### config.mk
export PLATFORM = sky130hd
export DESIGN_NAME = mem_arbiter
export DESIGN_NICKNAME = d
export VERILOG_FILES = /design/src/rtl/mem_arb_pkg.sv /design/src/rtl/mem_arb_rr.sv /design/src/rtl/mem_arbiter.sv
export SDC_FILE = /design/constraint.sdc
export NUM_CORES = 1
export LEC_CHECK = 0
export CORE_MARGIN = 10
export CORE_UTILIZATION = 47
export CTS_BUF_LIST = sky130_fd_sc_hd__clkbuf_8 sky130_fd_sc_hd__clkbuf_16
export CTS_CLUSTER_SIZE = 20
export DETAILED_ROUTE_END_ITERATION = 10
export MAX_ROUTING_LAYER = met4
export PLACE_DENSITY = 0.86
export SYNTH_ARGS = -nofsm -noshare
export SYNTH_HDL_FRONTEND = slang
export SYNTH_SLANG_ARGS = --single-unit
### constraint.sdc
create_clock -name clk -period 4.45 [get_ports clk]
set_input_delay 0.445 -clock clk [delete_from_list [all_inputs] [get_ports clk]]
set_output_delay 0.445 -clock clk [all_outputs]
set_load 0.01 [all_outputs]
### src/rtl/mem_arb_pkg.sv
// Shared types and constants for the round-robin memory arbiter.
// Holds the FSM state encoding, default widths and the locked-burst limit.
package mem_arb_pkg;

  typedef enum logic [1:0] {
    IDLE   = 2'd0,
    ACCESS = 2'd1,
    WAIT   = 2'd2,
    DONE   = 2'd3
  } arb_state_e;

  localparam int DEF_NUM_REQ = 4;
  localparam int DEF_ADDR_W  = 8;
  localparam int DEF_DATA_W  = 8;
  localparam int DEF_RD_LAT  = 1;

  // Maximum number of back-to-back transactions under one locked grant.
  localparam int LOCK_LIMIT  = 4;

  function automatic int idx_width(input int n);
    return (n > 1) ? $clog2(n) : 1;
  endfunction

endpackage

### src/rtl/mem_arb_rr.sv
// Combinational round-robin picker: searches upward from last_winner+1 (wrapping)
// and returns the first active requester as a one-hot grant plus its index.
module mem_arb_rr
  import mem_arb_pkg::*;
#(
  parameter  int NUM_REQ = DEF_NUM_REQ,
  localparam int IDX_W   = idx_width(NUM_REQ)
) (
  input  logic [NUM_REQ-1:0] req,
  input  logic [IDX_W-1:0]   last_winner,
  output logic [NUM_REQ-1:0] grant,
  output logic [IDX_W-1:0]   grant_idx
);

  int               cand;
  logic [IDX_W-1:0] cand_idx;
  logic             found;

  always_comb begin
    grant     = '0;
    grant_idx = '0;
    cand      = 0;
    cand_idx  = '0;
    found     = 1'b0;
    for (int k = 1; k <= NUM_REQ; k++) begin
      cand     = (int'(last_winner) + k) % NUM_REQ;
      cand_idx = IDX_W'(cand);
      if (!found && req[cand_idx]) begin
        found           = 1'b1;
        grant[cand_idx] = 1'b1;
        grant_idx       = cand_idx;
      end
    end
  end

endmodule

### src/rtl/mem_arbiter.sv
// Round-robin arbiter granting NUM_REQ requesters single transactions on one memory port.
// Define MEM_ARB_LOCK_EN to add the lock input for bounded back-to-back locked bursts.
module mem_arbiter
  import mem_arb_pkg::*;
#(
  parameter int NUM_REQ = DEF_NUM_REQ,
  parameter int ADDR_W  = DEF_ADDR_W,
  parameter int DATA_W  = DEF_DATA_W,
  parameter int RD_LAT  = DEF_RD_LAT
) (
  input  logic                  clk,
  input  logic                  reset,
  input  logic [NUM_REQ-1:0]    req,
  input  logic [NUM_REQ-1:0]    req_we,
  input  logic [NUM_REQ*ADDR_W-1:0] req_addr,
  input  logic [NUM_REQ*DATA_W-1:0] req_wdata,
`ifdef MEM_ARB_LOCK_EN
  input  logic [NUM_REQ-1:0]    lock,
`endif
  output logic [NUM_REQ-1:0]    gnt,
  output logic [NUM_REQ-1:0]    done,
  output logic [DATA_W-1:0]     rdata,
  output logic                  mem_ce,
  output logic                  mem_we,
  output logic [ADDR_W-1:0]     mem_addr,
  output logic [DATA_W-1:0]     mem_wdata,
  input  logic [DATA_W-1:0]     mem_rdata
);

  localparam int         IDX_W     = idx_width(NUM_REQ);
  localparam logic [1:0] LAST_WAIT = 2'(RD_LAT - 1);

  arb_state_e          state_q, state_d;
  logic [NUM_REQ-1:0]  gnt_q, gnt_d;
  logic [IDX_W-1:0]    idx_q, idx_d;
  logic [IDX_W-1:0]    last_q, last_d;
  logic                we_q, we_d;
  logic [ADDR_W-1:0]   addr_q, addr_d;
  logic [DATA_W-1:0]   wdata_q, wdata_d;
  logic [DATA_W-1:0]   rdata_q, rdata_d;
  logic [1:0]          wait_cnt_q, wait_cnt_d;
`ifdef MEM_ARB_LOCK_EN
  logic [2:0]          burst_q, burst_d;
`endif

  logic [NUM_REQ-1:0]  rr_grant;
  logic [IDX_W-1:0]    rr_idx;
  logic [IDX_W-1:0]    cap_idx;
  logic                cap_we;
  logic [ADDR_W-1:0]   cap_addr;
  logic [DATA_W-1:0]   cap_wdata;

  mem_arb_rr #(
    .NUM_REQ (NUM_REQ)
  ) u_rr (
    .req         (req),
    .last_winner (last_q),
    .grant       (rr_grant),
    .grant_idx   (rr_idx)
  );

  // Capture source: the new winner from IDLE, or the current owner on a locked re-capture.
  always_comb begin
    cap_idx   = (state_q == IDLE) ? rr_idx : idx_q;
    cap_we    = req_we[cap_idx];
    cap_addr  = req_addr[cap_idx*ADDR_W +: ADDR_W];
    cap_wdata = req_wdata[cap_idx*DATA_W +: DATA_W];
  end

  always_comb begin
    state_d    = state_q;
    gnt_d      = gnt_q;
    idx_d      = idx_q;
    last_d     = last_q;
    we_d       = we_q;
    addr_d     = addr_q;
    wdata_d    = wdata_q;
    rdata_d    = rdata_q;
    wait_cnt_d = wait_cnt_q;
`ifdef MEM_ARB_LOCK_EN
    burst_d    = burst_q;
`endif
    case (state_q)
      IDLE: begin
        if (|req) begin
          gnt_d   = rr_grant;
          idx_d   = rr_idx;
          we_d    = cap_we;
          addr_d  = cap_addr;
          wdata_d = cap_wdata;
          state_d = ACCESS;
`ifdef MEM_ARB_LOCK_EN
          burst_d = 3'd1;
`endif
        end
      end
      ACCESS: begin
        wait_cnt_d = '0;
        state_d    = we_q ? DONE : WAIT;
      end
      WAIT: begin
        if (wait_cnt_q == LAST_WAIT) begin
          rdata_d = mem_rdata;
          state_d = DONE;
        end else begin
          wait_cnt_d = wait_cnt_q + 2'd1;
        end
      end
      DONE: begin
        last_d  = idx_q;
        gnt_d   = '0;
        state_d = IDLE;
`ifdef MEM_ARB_LOCK_EN
        // Locked owner keeps the grant, up to LOCK_LIMIT transactions in a row.
        if (lock[idx_q] && req[idx_q] && (burst_q < 3'(LOCK_LIMIT))) begin
          gnt_d   = gnt_q;
          we_d    = cap_we;
          addr_d  = cap_addr;
          wdata_d = cap_wdata;
          burst_d = burst_q + 3'd1;
          state_d = ACCESS;
        end
`endif
      end
      default: state_d = IDLE;
    endcase
  end

  always_ff @(posedge clk or posedge reset) begin
    if (reset) begin
      state_q    <= IDLE;
      gnt_q      <= '0;
      idx_q      <= '0;
      last_q     <= IDX_W'(NUM_REQ - 1);
      we_q       <= 1'b0;
      addr_q     <= '0;
      wdata_q    <= '0;
      rdata_q    <= '0;
      wait_cnt_q <= '0;
`ifdef MEM_ARB_LOCK_EN
      burst_q    <= '0;
`endif
    end else begin
      state_q    <= state_d;
      gnt_q      <= gnt_d;
      idx_q      <= idx_d;
      last_q     <= last_d;
      we_q       <= we_d;
      addr_q     <= addr_d;
      wdata_q    <= wdata_d;
      rdata_q    <= rdata_d;
      wait_cnt_q <= wait_cnt_d;
`ifdef MEM_ARB_LOCK_EN
      burst_q    <= burst_d;
`endif
    end
  end

  assign gnt       = gnt_q;
  assign done      = (state_q == DONE) ? gnt_q : '0;
  assign rdata     = rdata_q;
  assign mem_ce    = (state_q == ACCESS);
  assign mem_we    = mem_ce & we_q;
  assign mem_addr  = mem_ce ? addr_q  : '0;
  assign mem_wdata = mem_ce ? wdata_q : '0;

endmodule
Word-level counts from Yosys, hierarchy flattened
Cells that the tools add are included.

storage, ports and cells
  flip-flop bits (word level) = 37
  bits of input ports = 82
  output and inout port bits = 34
  logic and storage cells = 96

operators by class
  $add $sub $neg = 5
  $lt $le $gt $ge = 9
  equality and inequality tests = 6
  shift operators = 2
  muxes and demuxes = 41
  bitwise logic cells = 4
  reductions and logical operators = 20

operator list
  kind                   count
  $shiftx A32 B6 Y8      2
  $mux W4                6
  $mux W2                8
  $mux W8                2
  $lt A2 B3 Y1 const B   5
  $mux W1                13
  $or A4 B4 Y4           3
  $bmux W1 S2            5
  $reduce_and A2 Y1      5
  $demux W1 S2           4
  $ge A2 B1 Y1 const B   4
  $pmux W2 S4            1
  $pmux W4 S2            1
  $logic_and A1 B1 Y1    7
  $add A2 B1 Y2 const B  3
  $add A2 B2 Y2 const B  2
  $eq A2 B2 Y1 const B   2
  $logic_not A2 Y1       2
  $ne A2 B2 Y1 const B   2
  $pmux W2 S2            1
  $reduce_bool A2 Y1     2
  $reduce_or A4 Y1       1
  $logic_not A1 Y1       3
  $eq A2 B1 Y1 const B   1
  other kinds (2)        2

Logic depth before layout (Yosys ltp)
Gate-level depths: netlist of run 1.

  depth in word-level cells = 16
  mapped depth = 12
  mapped depth without buffers = 9

Cells and area by module
Synthesis of run 1 repeated with hierarchy kept, for this count alone.

unflattened totals
  cells, all modules = 302
  area total of the unflattened synthesis = 2688.8 um^2

modules (own cells, without submodules)
  module       times used  cells each  area each (um^2)  sequential area each (um^2)
  mem_arbiter  1           234         2143.3            928.4
  mem_arb_rr   1           68          545.5             0.0

Worst setup path after synthesis of run 1
Ideal clock, no wire load.

  path type = register to register
  start point = reg last_q[0]
  end point = reg addr_q[5]
  library setup time = 0.127 ns
  data arrival time = 2.833 ns
  data required time = 4.323 ns
  path slack = 1.490 ns
  stages on the path, launching flop included = 12
  path buffers = 3
  clock period less this slack = 2.960 ns
  cell sequence = dfstp_2 > inv_1 > ha_1 > buf_6 > mux4_2 > a221oi_1 > o21bai_1 > buf_6 > nand2_8 > buf_12 > mux2i_1 > o211ai_2

on the way
  longest elaborated chain between the ends = 15
  elaborated cells on any way between the ends = 27
  those cells by class = 4 x add/sub; 1 x shift; 16 x mux; 6 x reduce/logical

ends and longest elaborated chain
  element                        line                text
  start, declared                mem_arbiter.sv:36   logic [IDX_W-1:0] last_q, last_d;
  start signal, assigned         mem_arbiter.sv:134  last_q <= IDX_W'(NUM_REQ - 1);
  start signal, assigned         mem_arbiter.sv:147  last_q <= last_d;
  $add A2 B1 Y2                  mem_arb_rr.sv:26    cand = (int'(last_winner) + k) % NUM_REQ;
  $bmux W1 S2                    mem_arb_rr.sv:28    if (!found && req[cand_idx]) begin
  $mux W1 (implied by the code)  mem_arb_rr.sv:28
  $mux W1                        mem_arb_rr.sv:28
  $logic_not A1 Y1               mem_arb_rr.sv:28
  $logic_and A1 B1 Y1            mem_arb_rr.sv:28
  $mux W1                        mem_arb_rr.sv:28
  $logic_not A1 Y1               mem_arb_rr.sv:28
  $logic_and A1 B1 Y1            mem_arb_rr.sv:28
  $mux W1                        mem_arb_rr.sv:28
  $logic_not A1 Y1               mem_arb_rr.sv:28
  $logic_and A1 B1 Y1            mem_arb_rr.sv:28
  $mux W2 *                      mem_arb_rr.sv:28
  $mux W2 *                      mem_arbiter.sv:64   cap_idx = (state_q == IDLE) ? rr_idx : idx_q;
  $shiftx A32 B6 Y8 *            mem_arbiter.sv:66   cap_addr = req_addr[cap_idx*ADDR_W +: ADDR_W];
  end signal, assigned           mem_arbiter.sv:149  addr_q <= addr_d;
  end, declared                  mem_arbiter.sv:38   logic [ADDR_W-1:0] addr_q, addr_d;

Every way passes the cells marked *; elsewhere a longest branch is shown, timed or not. The select of a mux whose other input is x is not followed.
A chain may end at the register's enable or synchronous reset.

Worst setup path after layout of run 1
Ends and elaborated chain as after synthesis.

==> out/results.txt, run 1 <==
Cells after synthesis: 302
Final net count: 503
Largest net degree at the start of global routing: 38
Post-Synth Simple-Gate Area: 0.176
Post-synthesis xor/xnor area fraction: 0
Switching Share: 0.447
Combinational share of power: 0.657
Max Buffers Root-to-Sink: 2
Setup bufs post-CTS: 0
Starting Density: 0.486
Total chip power: 2600 µW
First DRT Iteration DRCs: 263
Reg power frac: 0.245
Synth Flop Type: dfrtp_1
Synth top area share: 0.304
Seq/Total Area, Yosys: 0.322
Final Hold Vio Count: 0
Count of different cell masters after synthesis: 49
Compound-Gate Fraction of Synth Area: 0.253
Fin crit share: 0.791
Resized cells post-CTS: 0
CP Cell Sequence: inv_1 > ha_1 > mux4_2 > a221oi_1 > o21bai_1 > buf_4 > nand2_8 > mux2i_1 > o211ai_2
Yosys reg bits: 37
Maximum VDD drop: 0.371 mV
Fmax: 0.284 GHz
Max-cap violations: 0
# IOs: 116
PD cells: 632 mW/mm²
Core Region: 0.00592 mm²
CTS tree: done
Initial antenna violation count: 0
Routed len/inst: 19.3 µm
Least-Margin Pin Slew: 820 ps
Setup Skew: 7.39 ps
Final HPWL DP: 7010 µm
Area occupied by multi-input gates: 0.00178 mm²
Sink Count: 37
CP delay by family, top: multiplexers
Internal cell power: 1440 µW
Overflow after GRT: 0
Post-Syn Nets: 398
Hold Path Class: flip-flop to flip-flop
Hold buffer count at cts: 0
Post-Syn Area: 0.00288 mm²
Clk pwr share: 0.098
P_sw: 1160 µW
All-Layer GR Usage: 0.196
H-tree depth: 2
Routed wire length: 9340 µm
Pre-antenna DRT Iters: 5
Synth Warn #: 0
Slew headroom: 0.453
Via Count: 2721
Setup slack at placement: 941 ps
Main combinational cell family by area after synthesis: compound AO/OA/AOI/OAI gates
Yosys top cell by area: dfrtp_1
Arr. time, crit path: 3690 ps
Slowest stage cell on the critical path: dfstp_2
Finish-stage setup viols: 0
DRT antenna net count: 0
Vias per cell: 5.63
Ant. Diodes: 0
Post-synthesis average cell area: 9.53 µm²
Root Buffer: clkbuf_8
Rows: 28
Final GP Congestion: 0.906
Vias in the first global route: 2832
Die area: 0.00966 mm²
Outcome: complete, no violations
Clk Latency, worst-skew pair: 290 ps
DRC errors left: 0
Register area: 928 µm²
Worst Setup Start Kind: flip-flop
Setup WS post-layout: 929 ps
Buffers on Ports: 115
First-pass GRT wire length: 15200 µm
Max stage delay on crit path: 740 ps
Fin crit period: 3520 ps
Mux cell area share after synthesis: 0.130
CTS buffer count: 5
Clk slew on worst S/H paths: 80 ps
Chip height: 98.3 µm
Worst path buffer plus inverter count: 2
Die X: 98.3 µm
Async SR Flop Fraction: 1.00
Area contributors post-synth: dfrtp_1, ha_1, mux2i_1
Fillers: 463
Post-synth EDFFs: 0
Worst path required time: 4610 ps
Final Slew Violations: 0
Max FO, Critical Path: 18
Syn-to-layout area delta: 43.0%
Post-Synth Adder-Cell Area: 0.0608
RSZ-0062 raised after global routing: false
Crit path kind: flip-flop to flip-flop
Lkg Pwr: 0.00176 µW
Setup TNS Final: 0 ps
Layout cells sized above 1: 0.110
CP endpoint kind: flip-flop
## worst register-to-register path, delay by kind of cell, from the launching register on
kind	cells	cell delay [ps]
AO/OA/AOI/OAI	3	590
multiplexers	2	860
flip-flops	1	740
adder cells (fa/ha/maj)	1	510
AND/OR/NAND/NOR	1	220
buffers and inverters	2	480
## power by group through the flow
stage	clock, µW	combinational (µW)	sequential (µW)
final	255	1710	637
after global routing	277	1880	660
after CTS	260	1720	635
after detailed placement	0	1710	641
after global placement	0	1650	631
after floorplan	0	1210	628
## placed cells by master, fill, tap and decap left out, types with 2 or more instances in the layout
master,n
o211ai_1,8
nor3b_1,3
dfstp_2,2
mux4_2,2
mux2_1,2
mux2i_1,17
inv_1,9
ha_1,14
a211oi_1,5
nand2_1,27
clkbuf_8,6
o21ai_0,25
nor2_1,10
o211ai_2,10
mux2_2,10
nand3b_1,2
a22oi_1,5
clkdlybuf4s50_1,115
and2_1,23
a21o_1,21
nand3_1,17
a21oi_1,9
buf_4,4
dfrtp_1,35
nand2b_1,2
## flip-flops by register name, indices dropped and copies added (netlist names), 2 cells and up
signal and cells:
wdata_q 8, last_q 2, rdata 8, addr_q 8, state_q 2, gnt 4, wait_cnt_q 2, idx_q 2
## logic make-up (layout without fill, tap and decap cells)
logic type	after synthesis	count (layout)
compound gates	96	96
fa+ha+maj	14	14
buf+inv	30	136
flops	37	37
mux	32	32
simple gates	93	93
## path summary, 6_finish.rpt
| kind | depth (start not counted) | start | end | slack, ps |
|---|---|---|---|---|
| worst max-delay path | 9 | last_q[0]$_DFFE_PP1P_ | addr_q[5]$_DFFE_PP0P_ | 930 |
| max in group asynchronous | 3 | reset | last_q[0]$_DFFE_PP1P_ | 3520 |
| worst min register to register | 2 | addr_q[5]$_DFFE_PP0P_ | addr_q[5]$_DFFE_PP0P_ | 490 |
| min in group asynchronous | 3 | reset | wait_cnt_q[1]$_DFFE_PP0P_ | 570 |
| worst max register to register | 9 | last_q[0]$_DFFE_PP1P_ | addr_q[5]$_DFFE_PP0P_ | 930 |
| worst min-delay path | 2 | addr_q[5]$_DFFE_PP0P_ | addr_q[5]$_DFFE_PP0P_ | 490 |
## routing by layer
layer / vias to the layer above / GRT usage / part of all wire
li1: 1306 / - / -
met1: 1283 / 0.236 / 0.43
met2: 120 / 0.312 / 0.48
met3: 12 / 0.0536 / 0.070
met4: 0 / 0.0628 / 0.021
met5: - / - / 0
## metrics by stage
stage               hold WS, ps  area, µm²  utilization  cells
global route                515       4120        0.695    483
finish                      485       4120        0.695    483
CTS                         491       4120        0.695    483
floorplan                   446       2880            -    302
global placement            463       4020        0.679    475
detailed placement          463       4020        0.679    475
## layout make-up
type	instances	area share
Inverter	9	0.00820
Clock buffer	6	0.0201
Clock inverter	2	0.00334
Tap cell	75	0.0228
Multi-Input combinational cell	235	0.433
Sequential cell	37	0.225
Timing Repair Buffer	119	0.287
## synthesized netlist by cell type (2+ instances only)
master and number:
buf_6 4, nand2_1 27, a22oi_1 5, nand2b_1 2, nor2_1 10, nor3b_1 3, and2_1 23, o211ai_1 8
nand3b_1 2, mux2_2 10, a21o_1 21, o21ai_0 25, inv_1 9, mux2_1 2, a211oi_1 5, a21oi_1 9
mux2i_1 17, buf_2 6, dfrtp_1 35, ha_1 14, o211ai_2 10, dfstp_2 2, nand3_1 17, mux4_2 2
clkbuf_1 10
Power figures use the tool's default switching activity.
==> inputs of run 2 (changes only) <==
--- a/config.mk
+++ b/config.mk
@@ -6,12 +6,12 @@
 export NUM_CORES = 1
 export LEC_CHECK = 0
 export CORE_MARGIN = 10
-export CORE_UTILIZATION = 47
+export CORE_UTILIZATION = 44
 export CTS_BUF_LIST = sky130_fd_sc_hd__clkbuf_8 sky130_fd_sc_hd__clkbuf_16
 export CTS_CLUSTER_SIZE = 20
 export DETAILED_ROUTE_END_ITERATION = 10
 export MAX_ROUTING_LAYER = met4
-export PLACE_DENSITY = 0.86
+export PLACE_DENSITY = 0.81
 export SYNTH_ARGS = -nofsm -noshare
 export SYNTH_HDL_FRONTEND = slang
 export SYNTH_SLANG_ARGS = --single-unit
==> constraint.sdc (replaced) <==
create_clock -name clk -period 3.6 [get_ports clk]
set_input_delay 0.36 -clock clk [delete_from_list [all_inputs] [get_ports clk]]
set_output_delay 0.36 -clock clk [all_outputs]
set_load 0.01 [all_outputs]
==> run 2 against run 1 <==
  * Power up 27%
  * Fmax up 7.6%
  * Clock skew down 0.63 ps
  * Flip-flop and latch count unchanged
  * First-iteration DRC count down 40%
  * Non-clock buffer count up 2
  * Via count unchanged
  * Largest cell class unchanged
  * Sequential share of layout area down 0.22 points
  * Combinational power up 26%
  * Worst hold slack worse by 6.8 ps
  * Final cell count up 0.83%
  * Critical path type unchanged
==> out/results.txt, run 2 (synthesized netlist as in run 1, its figures left out) <==
Outcome: complete, no violations
Initial antenna violation count: 0 (unchanged)
Critical R2R Launch: last_q[1]$_DFFE_PP1P_
Arr. time, crit path: 3440 ps (-250 ps)
# IOs: 116 (unchanged)
CP Cell Sequence: inv_1 > ha_1 > mux4_2 > a221oi_1 > o21bai_2 > nand2_8 > mux2i_1 > o211ai_2
Final GP Congestion: 0.900 (-0.68%)
Reg2reg setup slack: 330 ps (-600 ps)
Slowest stage cell on the critical path: dfstp_2
Final Slew Violations: 0 (unchanged)
Core Region: 0.00635 mm² (+7.2%)
Die area: 0.0102 mm² (+5.4%)
Hold depth: 2 (unchanged)
First-pass GRT wire length: 14000 µm (-7.9%)
Largest net degree at the start of global routing: 38 (unchanged)
Lkg Pwr: 0.00178 µW (+1.4%)
CP endpoint kind: flip-flop
Starting Density: 0.453 (-0.0329)
Commonest non-fill, non-tap cells in the layout: clkdlybuf4s50_1, dfrtp_1, nand2_1
Routed len/inst: 18.5 µm (-4.3%)
Pre-antenna DRT Iters: 4 (-1)
Worst path buffer plus inverter count: 1 (-1)
Final Hold Vio Count: 0 (unchanged)
Max-cap violations: 0 (unchanged)
Fin crit share: 0.909 (+0.118)
Via Count: 2721 (unchanged)
Max Buffers Root-to-Sink: 2 (unchanged)
Setup TNS Final: 0 ps (unchanged)
Worst R2R End: we_q$_DFFE_PP0P_
Overflow after GRT: 0 (unchanged)
Layout cells sized above 1: 0.115 (+0.00434)
Sink Count: 37 (unchanged)
Clk Latency, worst-skew pair: 290 ps (about the same)
Buffers on Ports: 115 (unchanged)
Root Buffer: clkbuf_8
Worst Setup Start Kind: flip-flop
Final HPWL DP: 6790 µm (-3.2%)
Max stage delay on crit path: 650 ps (-90 ps)
Setup Skew: 6.75 ps (-0.633 ps)
Crit path kind: flip-flop to flip-flop
Fmax: 0.306 GHz (+7.6%)
DRC errors left: 0 (unchanged)
CTS tree: done
Vias per cell: 5.59 (-0.82%)
Rows: 29 (+3.6%)
Clk slew on worst S/H paths: 80 ps (about the same)
Slew headroom: 0.513 (+0.0603)
WL met2: 4360 µm (-3.3%)
Fin crit period: 3270 ps (-249 ps)
Hold_sp: idx_q[0]$_DFFE_PP0P_
CTS buffer count: 5 (unchanged)
Commonest non-fill, non-tap cell in the layout: clkdlybuf4s50_1
RSZ-0062 raised after global routing: false
PD cells: 793 mW/mm² (+26%)
Max FO, Critical Path: 18 (unchanged)
Finish-stage setup viols: 0 (unchanged)
Resized cells post-CTS: 0 (unchanged)
Least-Margin Pin Slew: 730 ps (-90.4 ps)
Chip height: 101 µm (+2.7%)
Final core utilization: 0.655 (-0.0405)
Vias in the first global route: 2808 (-0.85%)
Crit path from: last_q[1]$_DFFE_PP1P_
Maximum VDD drop: 0.520 mV (+40%)
Setup bufs post-CTS: 0 (unchanged)
Setup WS post-layout: 328 ps (-601 ps)
Worst path required time: 3760 ps (-850 ps)
Hold endpoint: idx_q[0]$_DFFE_PP0P_
First DRT Iteration DRCs: 159 (-40%)
Wl on met1: 4100 µm (+3.0%)
Hold buffer count at cts: 0 (unchanged)
H-tree depth: 2 (unchanged)
DRT antenna net count: 0 (unchanged)
Setup slack at placement: 402 ps (-539 ps)
Final net count: 505 (+0.40%)
Reg2reg path depth: 8 (-1)
Highest metal used: met4
Die X: 101 µm (+2.7%)
Met3 WL: 512 µm (-21%)
Syn-to-layout area delta: 44.5%
All-Layer GR Usage: 0.171 (-0.0248)
Ant. Diodes: 0 (unchanged)
Hold Path Class: flip-flop to flip-flop
Routed wire length: 9010 µm (-3.6%)
CP delay by family, top: multiplexers
run 2: area by class of cell:
class	count	area, µm²
fill	511	2190
clock buffer	6	82.6
timing repair buffer	121	1200
sequential	37	928
tap	77	96.3
clock inverter	2	33.8
inverter	9	33.8
multi-input combinational	235	1790
run 2: worst min-delay path, delay by kind of cell (launching register included):
kind / cells / cell delay (ps)
DFF: 1 / 350
and+or+nand+nor: 2 / 100
run 2: metrics by stage:
stage	cell area (µm²)	hold WS [ps]	power, µW	cells
final	4160	479	3300	487
after global routing	4160	514	3540	487
after CTS	4160	483	3320	487
after detailed placement	4040	464	2920	479
after global placement	4040	463	2850	479
after floorplan	2880	446	2270	302
run 2: how the worst max path moves through the flow:
stage,end,slack (ps),cells past startpoint
2_1_floorplan,addr_q[5]$_DFFE_PP0P_,640,11
3_3_place_gp,we_q$_DFFE_PP0P_,490,8
3_5_place_dp,we_q$_DFFE_PP0P_,400,8
4_1_cts,we_q$_DFFE_PP0P_,370,8
5_1_grt,addr_q[0]$_DFFE_PP0P_,190,8
6_report,we_q$_DFFE_PP0P_,330,8
run 2: layer usage:
layer	global-route usage	vias to the layer above
met4	0.0161	0
met1	0.214	1319
met3	0.0466	7
li1	-	1300
met5	-	-
met2	0.280	95
run 2: power by group:
group / switching, µW / internal (µW)
Combinational: 1160 / 1010
Clock: 153 / 223
Sequential: 125 / 633
